==> src/rtl/level_pkg.sv <==
// rtl/level_pkg.sv - shared types, default constants and speed clamp for the game sequencer
package level_pkg;

    typedef enum logic [1:0] {
        ST_IDLE      = 2'd0,
        ST_PLAY      = 2'd1,
        ST_LEVEL_UP  = 2'd2,
        ST_GAME_OVER = 2'd3
    } lvl_state_t;

    localparam int unsigned SPEED_W = 28;

    localparam logic [SPEED_W-1:0] DEF_BASE_SPEED = 28'd99_999_999;
    localparam logic [SPEED_W-1:0] DEF_SPEED_STEP = 28'd12_500_000;
    localparam logic [SPEED_W-1:0] DEF_MIN_SPEED  = 28'd12_499_999;

    // Speed for a level: base minus level*step, never below the floor.
    // The product is formed wider than 28 bits so an oversized step cannot
    // wrap, and the subtraction only happens when it cannot underflow.
    function automatic logic [SPEED_W-1:0] clamp_speed(
        input logic [2:0]         lvl,
        input logic [SPEED_W-1:0] base,
        input logic [SPEED_W-1:0] step,
        input logic [SPEED_W-1:0] floor_v
    );
        logic [30:0]        reduction;
        logic [SPEED_W-1:0] diff;
        reduction = {28'd0, lvl} * {3'd0, step};
        if (reduction >= {3'd0, base}) begin
            clamp_speed = floor_v;
        end else begin
            diff = base - reduction[SPEED_W-1:0];
            clamp_speed = (diff < floor_v) ? floor_v : diff;
        end
    endfunction

endpackage

==> src/rtl/second_tick.sv <==
// rtl/second_tick.sv - one-second prescaler with synchronous clear and a single-cycle tick
module second_tick #(
    parameter int unsigned CLK_HZ = 50_000_000
) (
    input  logic clock_i,
    input  logic resetn_i,
    input  logic clr_i,
    output logic tick_o
);

    localparam int unsigned CNT_W = (CLK_HZ > 1) ? $clog2(CLK_HZ) : 1;
    localparam logic [CNT_W-1:0] RELOAD = CNT_W'(CLK_HZ - 1);

    logic [CNT_W-1:0] cnt_q, cnt_d;

    // Count down from CLK_HZ-1; reload on reaching zero or while cleared.
    always_comb begin
        cnt_d = cnt_q;
        if (clr_i || (cnt_q == '0)) begin
            cnt_d = RELOAD;
        end else begin
            cnt_d = cnt_q - 1'b1;
        end
    end

    // Prescaler register.
    always_ff @(posedge clock_i or negedge resetn_i) begin
        if (!resetn_i) begin
            cnt_q <= RELOAD;
        end else begin
            cnt_q <= cnt_d;
        end
    end

    // Tick is the terminal count, suppressed while cleared so an idle
    // sequencer never sees a stray second.
    assign tick_o = !clr_i && (cnt_q == '0);

endmodule

==> src/rtl/level_controller.sv <==
// rtl/level_controller.sv - whack-a-mole game sequencer: state, round timer, score and level
module level_controller
    import level_pkg::*;
#(
    parameter int unsigned  CLK_HZ         = 50_000_000,
    parameter int unsigned  GAME_SECONDS   = 60,
    parameter int unsigned  HITS_PER_LEVEL = 5,
    parameter int unsigned  MAX_LEVEL      = 7,
    parameter logic [27:0]  BASE_SPEED     = DEF_BASE_SPEED,
    parameter logic [27:0]  SPEED_STEP     = DEF_SPEED_STEP,
    parameter logic [27:0]  MIN_SPEED      = DEF_MIN_SPEED
) (
    input  logic        clock,
    input  logic        resetn,
    input  logic        start,
    input  logic        hit,
    input  logic        miss,
    output logic        game,
    output logic [27:0] speed,
    output logic [2:0]  level,
    output logic [7:0]  score,
    output logic [6:0]  seconds_left,
    output logic        game_over,
    output logic        level_up
);

    localparam logic [6:0] SECS_INIT = 7'(GAME_SECONDS);
    localparam logic [4:0] HPL       = 5'(HITS_PER_LEVEL);
    localparam logic [2:0] LVL_MAX   = 3'(MAX_LEVEL);

    lvl_state_t  state_q, state_d;
    logic [7:0]  score_q, score_d;
    logic [2:0]  level_q, level_d;
    logic [3:0]  hits_q, hits_d;
    logic [6:0]  secs_q, secs_d;
    logic [27:0] speed_q, speed_d;
    logic        game_q, game_d;
    logic        game_over_q, game_over_d;
    logic        level_up_q, level_up_d;

    logic        active;
    logic        tick;
    logic        final_tick;
    logic [4:0]  hits_inc;

    assign active = (state_q == ST_PLAY) || (state_q == ST_LEVEL_UP);

    second_tick #(
        .CLK_HZ (CLK_HZ)
    ) u_second_tick (
        .clock_i  (clock),
        .resetn_i (resetn),
        .clr_i    (!active),
        .tick_o   (tick)
    );

    assign hits_inc = {1'b0, hits_q} + 5'd1;

    // Next-state logic: the final tick outranks a level advance, and a low
    // start switch outranks everything, returning to a fully cleared IDLE.
    always_comb begin
        state_d    = state_q;
        score_d    = score_q;
        level_d    = level_q;
        hits_d     = hits_q;
        secs_d     = secs_q;
        level_up_d = 1'b0;
        final_tick = 1'b0;

        case (state_q)
            ST_IDLE: begin
                score_d = 8'd0;
                level_d = 3'd0;
                hits_d  = 4'd0;
                secs_d  = SECS_INIT;
                if (start) begin
                    state_d = ST_PLAY;
                end
            end

            ST_PLAY, ST_LEVEL_UP: begin
                state_d = ST_PLAY;

                // Simultaneous hit and miss cancel on the score.
                if (hit && !miss && (score_q != 8'hFF)) begin
                    score_d = score_q + 8'd1;
                end else if (miss && !hit && (score_q != 8'd0)) begin
                    score_d = score_q - 8'd1;
                end

                final_tick = tick && (secs_q <= 7'd1);
                if (tick) begin
                    secs_d = final_tick ? 7'd0 : (secs_q - 7'd1);
                end

                if (final_tick) begin
                    state_d = ST_GAME_OVER;
                end else if (hit) begin
                    if (level_q < LVL_MAX) begin
                        if (hits_inc >= HPL) begin
                            level_d    = level_q + 3'd1;
                            hits_d     = 4'd0;
                            level_up_d = 1'b1;
                            state_d    = ST_LEVEL_UP;
                        end else begin
                            hits_d = hits_inc[3:0];
                        end
                    end else if ({1'b0, hits_q} < HPL) begin
                        hits_d = hits_inc[3:0];
                    end
                end
            end

            ST_GAME_OVER: begin
                state_d = ST_GAME_OVER;
            end

            default: begin
                state_d = ST_IDLE;
            end
        endcase

        if (!start) begin
            state_d    = ST_IDLE;
            score_d    = 8'd0;
            level_d    = 3'd0;
            hits_d     = 4'd0;
            secs_d     = SECS_INIT;
            level_up_d = 1'b0;
        end
    end

    // Registered output views derived from the next state and level.
    always_comb begin
        game_d      = (state_d == ST_PLAY) || (state_d == ST_LEVEL_UP);
        game_over_d = (state_d == ST_GAME_OVER);
        speed_d     = clamp_speed(level_d, BASE_SPEED, SPEED_STEP, MIN_SPEED);
    end

    // State and output registers.
    always_ff @(posedge clock or negedge resetn) begin
        if (!resetn) begin
            state_q     <= ST_IDLE;
            score_q     <= 8'd0;
            level_q     <= 3'd0;
            hits_q      <= 4'd0;
            secs_q      <= SECS_INIT;
            speed_q     <= BASE_SPEED;
            game_q      <= 1'b0;
            game_over_q <= 1'b0;
            level_up_q  <= 1'b0;
        end else begin
            state_q     <= state_d;
            score_q     <= score_d;
            level_q     <= level_d;
            hits_q      <= hits_d;
            secs_q      <= secs_d;
            speed_q     <= speed_d;
            game_q      <= game_d;
            game_over_q <= game_over_d;
            level_up_q  <= level_up_d;
        end
    end

    assign game         = game_q;
    assign speed        = speed_q;
    assign level        = level_q;
    assign score        = score_q;
    assign seconds_left = secs_q;
    assign game_over    = game_over_q;
    assign level_up     = level_up_q;

endmodule

==> config.mk <==
export PLATFORM = sky130hd
export DESIGN_NAME = level_controller
export DESIGN_NICKNAME = d
export VERILOG_FILES = /design/src/rtl/level_pkg.sv /design/src/rtl/second_tick.sv /design/src/rtl/level_controller.sv
export SDC_FILE = /design/constraint.sdc
export NUM_CORES = 1
export LEC_CHECK = 0
export BUFFER_PORTS_ARGS = -buffer_cell sky130_fd_sc_hd__buf_2
export CAP_MARGIN = 30
export CORE_MARGIN = 3
export CORE_UTILIZATION = 55
export DETAILED_ROUTE_END_ITERATION = 6
export PLACE_DENSITY = 0.8
export SYNTH_ARGS = -nofsm -noshare
export SYNTH_HDL_FRONTEND = slang
export SYNTH_HIERARCHICAL = 1
export SYNTH_SLANG_ARGS = --single-unit
==> constraint.sdc <==
create_clock -name clock -period 16.08 [get_ports clock]
set_clock_uncertainty 0.2 [all_clocks]
set_input_delay 0 -clock clock [delete_from_list [all_inputs] [get_ports clock]]
set_output_delay 0 -clock clock [all_outputs]
set_load 0.01 [all_outputs]
==> run metrics <==
core area=8980 um^2; Sum Neg Setup Slack=0 ps; sequential-to-total area share from yosys stat=35.9%; CP endpoint=speed[18]$_DFF_PN1_; r2r setup slk=~7400 ps; Final Cycle Share=between 50 and 60%; vias in the first global route=4,300; GRT overflow=0; reg2reg start=u_second_tick/cnt_q[10]$_DFF_PN0_; GPL Wtd Cong=about 0.97; initial DRC count=318; vias per cell=~6.1; Crit-path slowest cell=nor4_1; Netlist cell types=82; n_diodes=0; Die ar.=10,700 um^2; Max Fclk=116 MHz; P_leak=between 2 and 2.5 nW; reg2reg end=speed[18]$_DFF_PN1_; layout filler cell count=760; Synth Area in Adders=approximately 8.3%; area grow syn2layout=8.17%; Pwr Density=65.9 nW/um^2; Num CTS Buffers=9; relative slew slack=39.3%; FF+latch count, synth=between 70 and 80; Setup Viol. Count Final=0; H-Tree Depth=3; port bufs=46; largest net degree at the start of global routing=74; Slew Limit Fails=0; wire per inst=roughly 17 um; Synth Area per Inst=between 8 and 9 um^2; Startpoint Class=flip-flop; max-cap violation count=0; layout cells sized above 1=20.2%; fraction of registers with async set/reset=100%; routed via count=4,534; most common cell after layout, fill and taps aside=nand2_1; Critical Path End Type=flip-flop; fin util=62.7%; Synthesis Warnings=6; first-pass detailed-route iteration total=4; HPWL Detailed=about 9300 um; Initial Util=~58%; synthesized area=between 5000 and 6000 um^2; min-delay worst type=primary input to flip-flop; total power draw=around 0.00037 W; GRT Util Overall=around 25%; Slew @ Worst Pin=910 ps; cts repair resizes=0; CTS root buffer=clkbuf_8; fin nets=about 650; Final Critical Period=between 8000 and 9000 ps; crit-path max cell delay=between 700 and 800 ps; status=finished clean; commonest cells after routing, fill and taps aside=nand2_1, buf_2, nor2_1; Worst Path Required=about 16,000 ps; num rows=34; drt drc=0; Crit Path Class=flip-flop to flip-flop; final hold vios=0; Gate Count Post-Synth=~580; die span in y=roughly 100 um; Reg2Reg Depth=22; Worst EP arrival=8710 ps; IO Count=between 50 and 60; Routed Antenna Nets=0; number of flops mapped to enable cells by yosys=0; simple-gate portion of the synthesized area=23.3%; post-synthesis compound-gate area fraction=roughly a fifth; CTS clk-pin slew, worst paths=~80 ps; mux share of post-synthesis cell area=less than 1%; CTS tree=built; crit path from=u_second_tick/cnt_q[10]$_DFF_PN0_; RSZ-0062 raised after global routing=false; first-pass GRT wire length=approximately 21,000 um; highest net fanout along the worst path=19; die extent in x=103 um; dominant synthesized flop cell=dfrtp_1; maximum vdd ir drop=roughly 0.047 mV; initial antenna violation count=0; Skew-Pair Late Insertion Delay=approximately 360 ps; Sink Count=73; crit-path cells=nor4_1, nand3_1, nor4_1, nor4b_1, a31oi_1, o211ai_1, nor3_1, nor3_1, inv_1, fa_1, inv_1, ha_1, fa_1, nor2b_2, o21a_4, xor2_1, and4_1, a21oi_1, xor2_1, o41ai_1, a32o_1, or2b_1; xor/xnor share of the synthesized area=under 10%; wirelength, routed=12,600 um; largest family of logic cells by synthesized area=simple AND/OR/NAND/NOR gates; Max Buffers Root-to-Sink=2
-- synth_stat cells (6+ instances only) --
cell	n	area, um^2
a31oi_1	9	56.3
ha_1	28	350
inv_1	34	128
and2_1	7	43.8
dfstp_2	35	920
nand2_1	51	191
dfrtp_1	38	951
xnor2_1	19	166
nor2b_1	10	62.6
clkbuf_1	10	37.5
a21o_1	7	52.6
a21oi_1	32	160
buf_2	7	35.0
nor2_1	40	150
or3_1	8	50.1
buf_4	10	75.1
nand4_1	6	37.5
nor3_1	12	60.1
and3_1	7	43.8
nand3_1	18	90.1
or4_1	10	75.1
o31ai_1	11	82.6
o21ai_0	26	130
o211ai_1	9	67.6
nand2b_1	9	56.3
xor2_1	12	105
nor4_1	16	100
-- repair_timing --
item	CTS	global route
setup buffers	0	0
endpoints found under the hold margin	53	0
hold buffers	3	0
-- worst max-delay path, delay by kind of cell (launching register included) --
kind	cells	cell delay [ps]
adders and majority gates	3	1420
DFF	1	430
and+or+nand+nor	9	3780
AOI/OAI and AO/OA	6	1750
xor gates and xnor gates	2	630
buffers and inverters	2	350
-- layout make-up --
class	instances	area (um^2)	share of cell area (%)
clock buffers	12	135	2.40
clock inverters	4	23.8	0.422
inverters	34	128	2.27
multi-input cells	446	3040	54.0
flip-flops and latches	73	1870	33.2
well taps	126	158	2.80
repair buffers	51	275	4.89
-- power breakdown --
| group | switching [W] | internal, W |
|---|---|---|
| Sequential | 0.00000625 | 0.000189 |
| Clock | 0.0000705 | 0.0000557 |
| Combinational | 0.0000295 | 0.0000197 |
-- how the worst min path moves through the flow --
stage | from | slack, ps | endpoint | cells past startpoint
6_report | miss | 100 | score[0]$_DFFE_PN0P_ | 5
5_1_grt | miss | 160 | score[4]$_DFFE_PN0P_ | 7
4_1_cts | miss | 90 | score[0]$_DFFE_PN0P_ | 5
3_5_place_dp | resetn | 70 | u_second_tick/cnt_q[16]$_DFF_PN0_ | 2
3_3_place_gp | resetn | 60 | u_second_tick/cnt_q[11]$_DFF_PN0_ | 2
2_1_floorplan | resetn | -500 | game$_DFF_PN0_ | 0
-- flip-flops by register name (all words and copies together), names as in the netlist --
name and count:
seconds_left 7, u_second_tick/cnt_q 26, speed 20, game 1, hits_q 4, level_up 1, game_over 1, state_q 2
score 8, level 3
-- logic make-up after synthesis --
family,Yosys count
compound gates,149
xor+xnor,31
fa+ha+maj,32
buf+inv,65
flops,73
mux,3
other cells,2
simple gates,224
-- layer usage --
| layer | vias to the layer above | routed length [um] | track usage [%] |
|---|---|---|---|
| met2 | 127 | 5840 | 37.9 |
| met4 | 0 | 141 | 7.57 |
| met5 | - | 0 | 0 |
| met1 | 2230 | 6010 | 35.9 |
| li1 | 2168 | - | - |
| met3 | 9 | 645 | 4.16 |
-- through the flow --
stage	worst slack, ps	area, um^2	hold slack (ps)	std cells
floorplan	8930	5220	-496	584
global route	6550	5630	163	746
CTS	7540	5630	92.3	746
finish	7450	5630	102	746
detailed placement	7520	5440	71.8	727
global placement	8000	5440	56.7	727
(Power assumes the default switching activity.)
